==> src/rtl/mouse_cdc_sync.sv <==
// mouse_cdc_sync: moves mouse position (toggle handshake, clamped) and buttons (synchronised, edge pulses) into clk65MHz.
// Define MOUSE_DEBOUNCE_EN to add a per-button stable-count debounce filter.
module mouse_cdc_sync #(
    parameter int SYNC_STAGES     = 2,
    parameter int POS_W           = 12,
    parameter int BTN_N           = 3,
    parameter int X_MAX           = 1023,
    parameter int Y_MAX           = 767,
    parameter int DEBOUNCE_CYCLES = 65000
) (
    input  logic             clk65MHz,
    input  logic             rst_n,
    input  logic             pos_req_tgl,
    input  logic [POS_W-1:0] xpos_in,
    input  logic [POS_W-1:0] ypos_in,
    input  logic [BTN_N-1:0] btn_in,
    output logic             pos_ack_tgl,
    output logic [POS_W-1:0] xpos_out,
    output logic [POS_W-1:0] ypos_out,
    output logic             pos_valid,
    output logic [BTN_N-1:0] btn_out,
    output logic [BTN_N-1:0] btn_rise,
    output logic [BTN_N-1:0] btn_fall
);
    localparam logic [POS_W-1:0] X_LIM = POS_W'(X_MAX);
    localparam logic [POS_W-1:0] Y_LIM = POS_W'(Y_MAX);
    logic [SYNC_STAGES-1:0]            req_sync;
    logic [SYNC_STAGES-1:0][BTN_N-1:0] btn_sync;
    logic                              capture;
    logic [BTN_N-1:0]                  btn_s;
    logic [BTN_N-1:0]                  btn_next;
    assign capture = req_sync[SYNC_STAGES-1] ^ pos_ack_tgl;
    assign btn_s   = btn_sync[SYNC_STAGES-1];
    always_ff @(posedge clk65MHz or negedge rst_n) begin
        if (!rst_n) begin
            req_sync    <= '0;
            btn_sync    <= '0;
            pos_ack_tgl <= 1'b0;
            pos_valid   <= 1'b0;
            xpos_out    <= '0;
            ypos_out    <= '0;
            btn_out     <= '0;
            btn_rise    <= '0;
            btn_fall    <= '0;
        end else begin
            req_sync    <= {req_sync[SYNC_STAGES-2:0], pos_req_tgl};
            btn_sync    <= {btn_sync[SYNC_STAGES-2:0], btn_in};
            pos_valid   <= capture;
            pos_ack_tgl <= req_sync[SYNC_STAGES-1];
            if (capture) begin
                xpos_out <= (xpos_in > X_LIM) ? X_LIM : xpos_in;
                ypos_out <= (ypos_in > Y_LIM) ? Y_LIM : ypos_in;
            end
            btn_out  <= btn_next;
            btn_rise <= btn_next & ~btn_out;
            btn_fall <= ~btn_next & btn_out;
        end
    end
`ifdef MOUSE_DEBOUNCE_EN
    localparam int CW = $clog2(DEBOUNCE_CYCLES) + 1;
    logic [BTN_N-1:0] flip;
    assign btn_next = btn_out ^ flip;
    // Count consecutive mismatch cycles; flip once the level has held for DEBOUNCE_CYCLES.
    for (genvar b = 0; b < BTN_N; b++) begin : g_deb
        logic [CW-1:0] cnt;
        assign flip[b] = (btn_s[b] != btn_out[b]) && (cnt == CW'(DEBOUNCE_CYCLES - 1));
        always_ff @(posedge clk65MHz or negedge rst_n) begin
            if (!rst_n) cnt <= '0;
            else cnt <= (btn_s[b] == btn_out[b] || flip[b]) ? '0 : cnt + 1'b1;
        end
    end
`else
    assign btn_next = btn_s;
`endif
endmodule

==> config.mk <==
export PLATFORM = sky130hd
export DESIGN_NAME = mouse_cdc_sync
export DESIGN_NICKNAME = d
export VERILOG_FILES = /design/src/rtl/mouse_cdc_sync.sv
export SDC_FILE = /design/constraint.sdc
export NUM_CORES = 1
export LEC_CHECK = 0
export CORE_ASPECT_RATIO = 1.75
export CORE_MARGIN = 5
export CORE_UTILIZATION = 40
export CTS_CLUSTER_DIAMETER = 150
export DETAILED_ROUTE_END_ITERATION = 10
export GPL_TIMING_DRIVEN = 0
export MAX_ROUTING_LAYER = met4
export PLACE_DENSITY_LB_ADDON = 0.15
export SLEW_MARGIN = 20
export SYNTH_ARGS = -nofsm -noshare
export SYNTH_HDL_FRONTEND = slang
export SYNTH_SLANG_ARGS = --single-unit
==> constraint.sdc <==
create_clock -name clk65MHz -period 1.8 [get_ports clk65MHz]
set_clock_uncertainty 0.05 [all_clocks]
set_input_delay 0.18 -clock clk65MHz [delete_from_list [all_inputs] [get_ports clk65MHz]]
set_output_delay 0.18 -clock clk65MHz [all_outputs]
set_load 0.01 [all_outputs]
* After elaboration in Yosys (flattened, before gate mapping)
Cells that the tools add are included.
** Storage, ports and cells
- Bits in registers :: 43
- Input bits :: 30
- Output and inout port bits :: 35
** Operators by class
- Mux-type cells :: 2
- Order comparisons :: 2
- Bitwise logic cells :: 5
** Operator list (count)
- $gt A12 B10 Y1 const B :: 2
- $mux W12 :: 2
- $and A3 B3 Y3 :: 2
- $not A3 Y3 :: 2
- $xor A1 B1 Y1 :: 1

* Logic depth before layout (Yosys ltp)
- Depth in word-level cells :: 2
- Mapped depth :: 5
- Gate-level depth less buffers :: 4

* Worst setup path after synthesis
OpenSTA, ideal clock, no wires.
- Kind :: register to register
- Start point :: register pos_ack_tgl
- End point :: register xpos_out[0]
- Path slack :: 399 ps
- Setup time :: 121 ps
- Arrival :: 1230 ps
- Stages on the path, launching flop included :: 5
- Required time :: 1629 ps
- Cells stage by stage :: dfrtp_1 > xnor2_2 > or3_1 > buf_6 > o22a_1
** On the way
- Cells in the longest elaborated chain, start to end :: 1
** RTL lines
- start: declaration :: RTL line 17 : output logic pos_ack_tgl,
- start signal: assignment :: RTL line 49 : pos_ack_tgl <= req_sync[SYNC_STAGES-1];
- $xor A1 B1 Y1 :: RTL line 32 : assign capture = req_sync[SYNC_STAGES-1] ^ pos_ack_tgl;
- end signal: assignment :: RTL line 51 : xpos_out <= (xpos_in > X_LIM) ? X_LIM : xpos_in;
- end: declaration :: RTL line 18 : output logic [POS_W-1:0] xpos_out,
No other way between the ends.
A chain may end at the register's enable or synchronous reset.

* Final worst setup path
- Start point :: register pos_ack_tgl
- End point :: register xpos_out[9]
The elaborated chain is that of the path after synthesis.

==> metrics.md <==
| Metric | Value |
|---|---|
| Synthesis-stage register bit count | `43` |
| Final Hold Viols | `0` |
| RR Endpoint | `xpos_out[9]$_DFFE_PN0P_` |
| Placed Instances | `approximately 190` |
| Area leader, netlist | `dfrtp_1` |
| Worst Hold Class | `in -> async` |
| Initial antenna violation count | `0` |
| Top cells by area, synth | `dfrtp_1 (78%), o22a_1 (11%), nor2b_1 (2.7%)` |
| Clock sinks | `43` |
| Clock latency on the worst-skew pair | `0.29 ns` |
| Net count after synthesis | `~110` |
| Crit path buf inv count | `2` |
| RSZ-0062 raised after global routing | `no` |
| Max cap viols | `0` |
| Fin. max-slew vios | `0` |
| CP startpoint | `pos_ack_tgl$_DFF_PN0_` |
| Synth top area share | `0.778` |
| Pleak | `0.877 nW` |
| Clock slew at reported path FFs | `0.07 ns` |
| Flop pwr share | `0.550` |
| Die span in y | `~90 µm` |
| Fillers | `280` |
| Netlist cell types | `14` |
| ANT cells | `0` |
| CTS Buffer Depth | `2` |
| CP Capture Type | `flop` |
| DR pass1 iterations | `4` |
| Total GRT Usage | `0.154` |
| Outcome | `complete, no violations` |
| Total number of H-tree levels | `2` |
| Sw power | `0.000441 W` |
| Critical path startpoint category | `flop` |
| Nets | `186` |
| Required time of the critical path | `approximately 1.9 ns` |
| Slowest cell delay on critical path | `between 0.4 and 0.5 ns` |
| YS warnings | `0` |
| Critical path type | `reg -> reg` |
| Total Routed Length | `3.02 mm` |
| Mapped Area | `1380 µm²` |
| Layout cells sized above 1 | `0.115` |
| Clk pwr share | `0.303` |
| R2R cell count | `4` |
| Final Critical Period | `1.50 ns` |
| I/O pin count | `65` |
| # setup viols final | `0` |
| Root Buffer | `clkbuf_8` |
| Routed via count | `942` |
| Die width | `54.5 µm` |
| Area Growth Syn to Fin | `58.3%` |
| Die area | `around 4800 µm²` |
| Slew at the pin closest to its max-slew limit | `0.443 ns` |
| Combinational share of power | `0.148` |
| Inserted Clock Buffers | `5` |
| Max_slew headroom | `0.702` |
| Post-DRT Antenna Nets | `0` |
| Setup crit end | `xpos_out[9]$_DFFE_PN0P_` |
| Post-Syn Instances | `83` |
| CP arrival | `1.63 ns` |
| Synth Area per Inst | `16.7 µm²` |
| FF-to-FF setup slack | `0.30 ns` |
| Multi-input combinational cell area | `283 µm²` |
| CP cell instances | `xnor2_2 > inv_1 > buf_2 > o22a_1` |
| Critical path depth in cells | `4` |
| DR vias/cell | `4.66` |
| First-pass GRT wire length | `5.03 mm` |
| # DRC | `0` |
| Post-synthesis sequential area ratio | `0.778` |
| Fin crit share | `0.834` |
| Core area | `3360 µm²` |
| Int Power | `0.00147 W` |
| Register area | `around 1100 µm²` |
| Starting density of the core | `0.411` |
| Reg-to-Reg Start | `pos_ack_tgl$_DFF_PN0_` |
| Total gr overflow | `0` |
| DR WL/cell | `roughly 15 µm` |
| Sw frac | `0.231` |
| Largest net degree at the start of global routing | `34` |
| Finished Layout Cells | `202` |
| Vias in the first global route | `1077` |
| CP max-delay cell | `dfrtp_1` |
| CP delay by family, top | `flip-flops` |
| Peak VDD IR | `721 µV` |
| Detailed placer's ending HPWL | `approximately 2.3 mm` |
| IO Port Bufs | `64` |
| PD cells | `870 nW/µm²` |
| RePlAce Congestion | `around 0.66` |
| Crit path max fanout | `10` |
| Core Util, Final | `0.651` |
| Max Freq | `666 MHz` |
| CTS tree | `built` |
| FP Rows | `28` |
| Initial DRC Count | `4` |
==> sequential cells by signal (all words and copies together) (netlist names) <==
| name | count |
|---|---|
| xpos_out | 12 |
| ypos_out | 12 |
| btn_fall | 3 |
| btn_next | 3 |
| btn_out | 3 |
| btn_rise | 3 |
| btn_sync | 3 |
| req_sync | 2 |
| pos_ack_tgl | 1 |
| pos_valid | 1 |
==> per-layer routing <==
layer  part of all wire  track usage  vias to the layer above  routed length [µm]
li1                   -            -                      436                   -
met1               0.35        0.165                      455                1040
met2               0.55        0.239                       45                1660
met3              0.082       0.0596                        6                 248
met4              0.023       0.0794                        0                  68
met5                  0            -                        -                   0
==> cells in the final DEF, fill, tap and decap left out <==
cell	count
buf_12	1
clkinvlp_4	1
nor2b_1	6
o22a_1	18
dlygate4sd3_1	1
and2_2	4
inv_1	1
nor4_1	1
xnor2_2	1
a211oi_1	1
buf_2	3
nand2_1	1
buf_6	1
a22o_2	1
clkdlybuf4s50_1	63
clkbuf_1	1
nor2_1	2
dfrtp_1	43
clkbuf_8	5
or3_1	1
clkinv_2	1
==> cell type report <==
class / count / share of cell area
repair buffers: 66 / 0.304
clock buffers: 6 / 0.0331
plain buffers: 3 / 0.00971
flip-flops and latches: 43 / 0.491
well taps: 45 / 0.0257
clock inverters: 2 / 0.00571
inverters: 1 / 0.00171
multi-input cells: 36 / 0.129
==> what timing repair did <==
item | CTS | global route
hold buffers | 1 | 0
hold endpoints to repair | 35 | 0
endpoints found under the setup margin | 0 | 0
setup buffers | 0 | 0
resized for setup | 0 | 0
==> cells in the mapped netlist, drive strengths merged <==
cell / number
o22a: 18
nor2b: 6
and2: 4
or3: 1
dfrtp: 43
inv: 1
nor4: 1
buf: 3
a22o: 1
xnor2: 1
a211oi: 1
nand2: 1
nor2: 2
==> power groups by stage <==
stage	combinational (W)	sequential [W]	clock, W
final	0.000282	0.00105	0.000577
after global routing	0.000305	0.00106	0.000663
after CTS	0.000288	0.00105	0.000600
after detailed placement	0.000286	0.00107	0
after global placement	0.000276	0.00106	0
after floorplan	0.0000622	0.00109	0
==> worst min path at each step <==
stage / end / slack (ns) / cells after the start
after detailed placement: btn_rise[1]$_DFF_PN0_ / 0.02 / 1
after CTS: btn_rise[2]$_DFF_PN0_ / 0.25 / 2
after global routing: btn_sync[1]$_DFF_PN0_ / 0.26 / 1
final: btn_rise[1]$_DFF_PN0_ / 0.25 / 2
after floorplan: btn_fall[0]$_DFF_PN0_ / -0.17 / 0
after global placement: btn_next[1]$_DFF_PN0_ / 0.28 / 0
==> per-stage QoR <==
step | setup TNS, ns | total power [W] | area, µm² | worst slack (ns) | hold WS [ns]
global route | 0 | 0.00202 | 2190 | 0.180 | 0.258
floorplan | 0 | 0.00115 | 1380 | 0.399 | -0.166
global placement | -21.46 | 0.00134 | 2080 | -0.502 | 0.283
CTS | 0 | 0.00194 | 2190 | 0.273 | 0.250
detailed placement | 0 | 0.00135 | 2100 | 0.296 | 0.0205
finish | 0 | 0.00191 | 2190 | 0.298 | 0.251
==> cells by family (layout without fill, tap and decap cells) <==
family / Yosys count / count (layout) / share of synthesized area
xor gates and xnor gates: 1 / 1 / 0.0118
AOI/OAI and AO/OA: 20 / 20 / 0.127
and+or+nand+nor: 15 / 15 / 0.0660
DFF: 43 / 43 / 0.778
buffers and inverters: 4 / 78 / 0.0181
No activity file was read; power rests on OpenSTA's default activity.
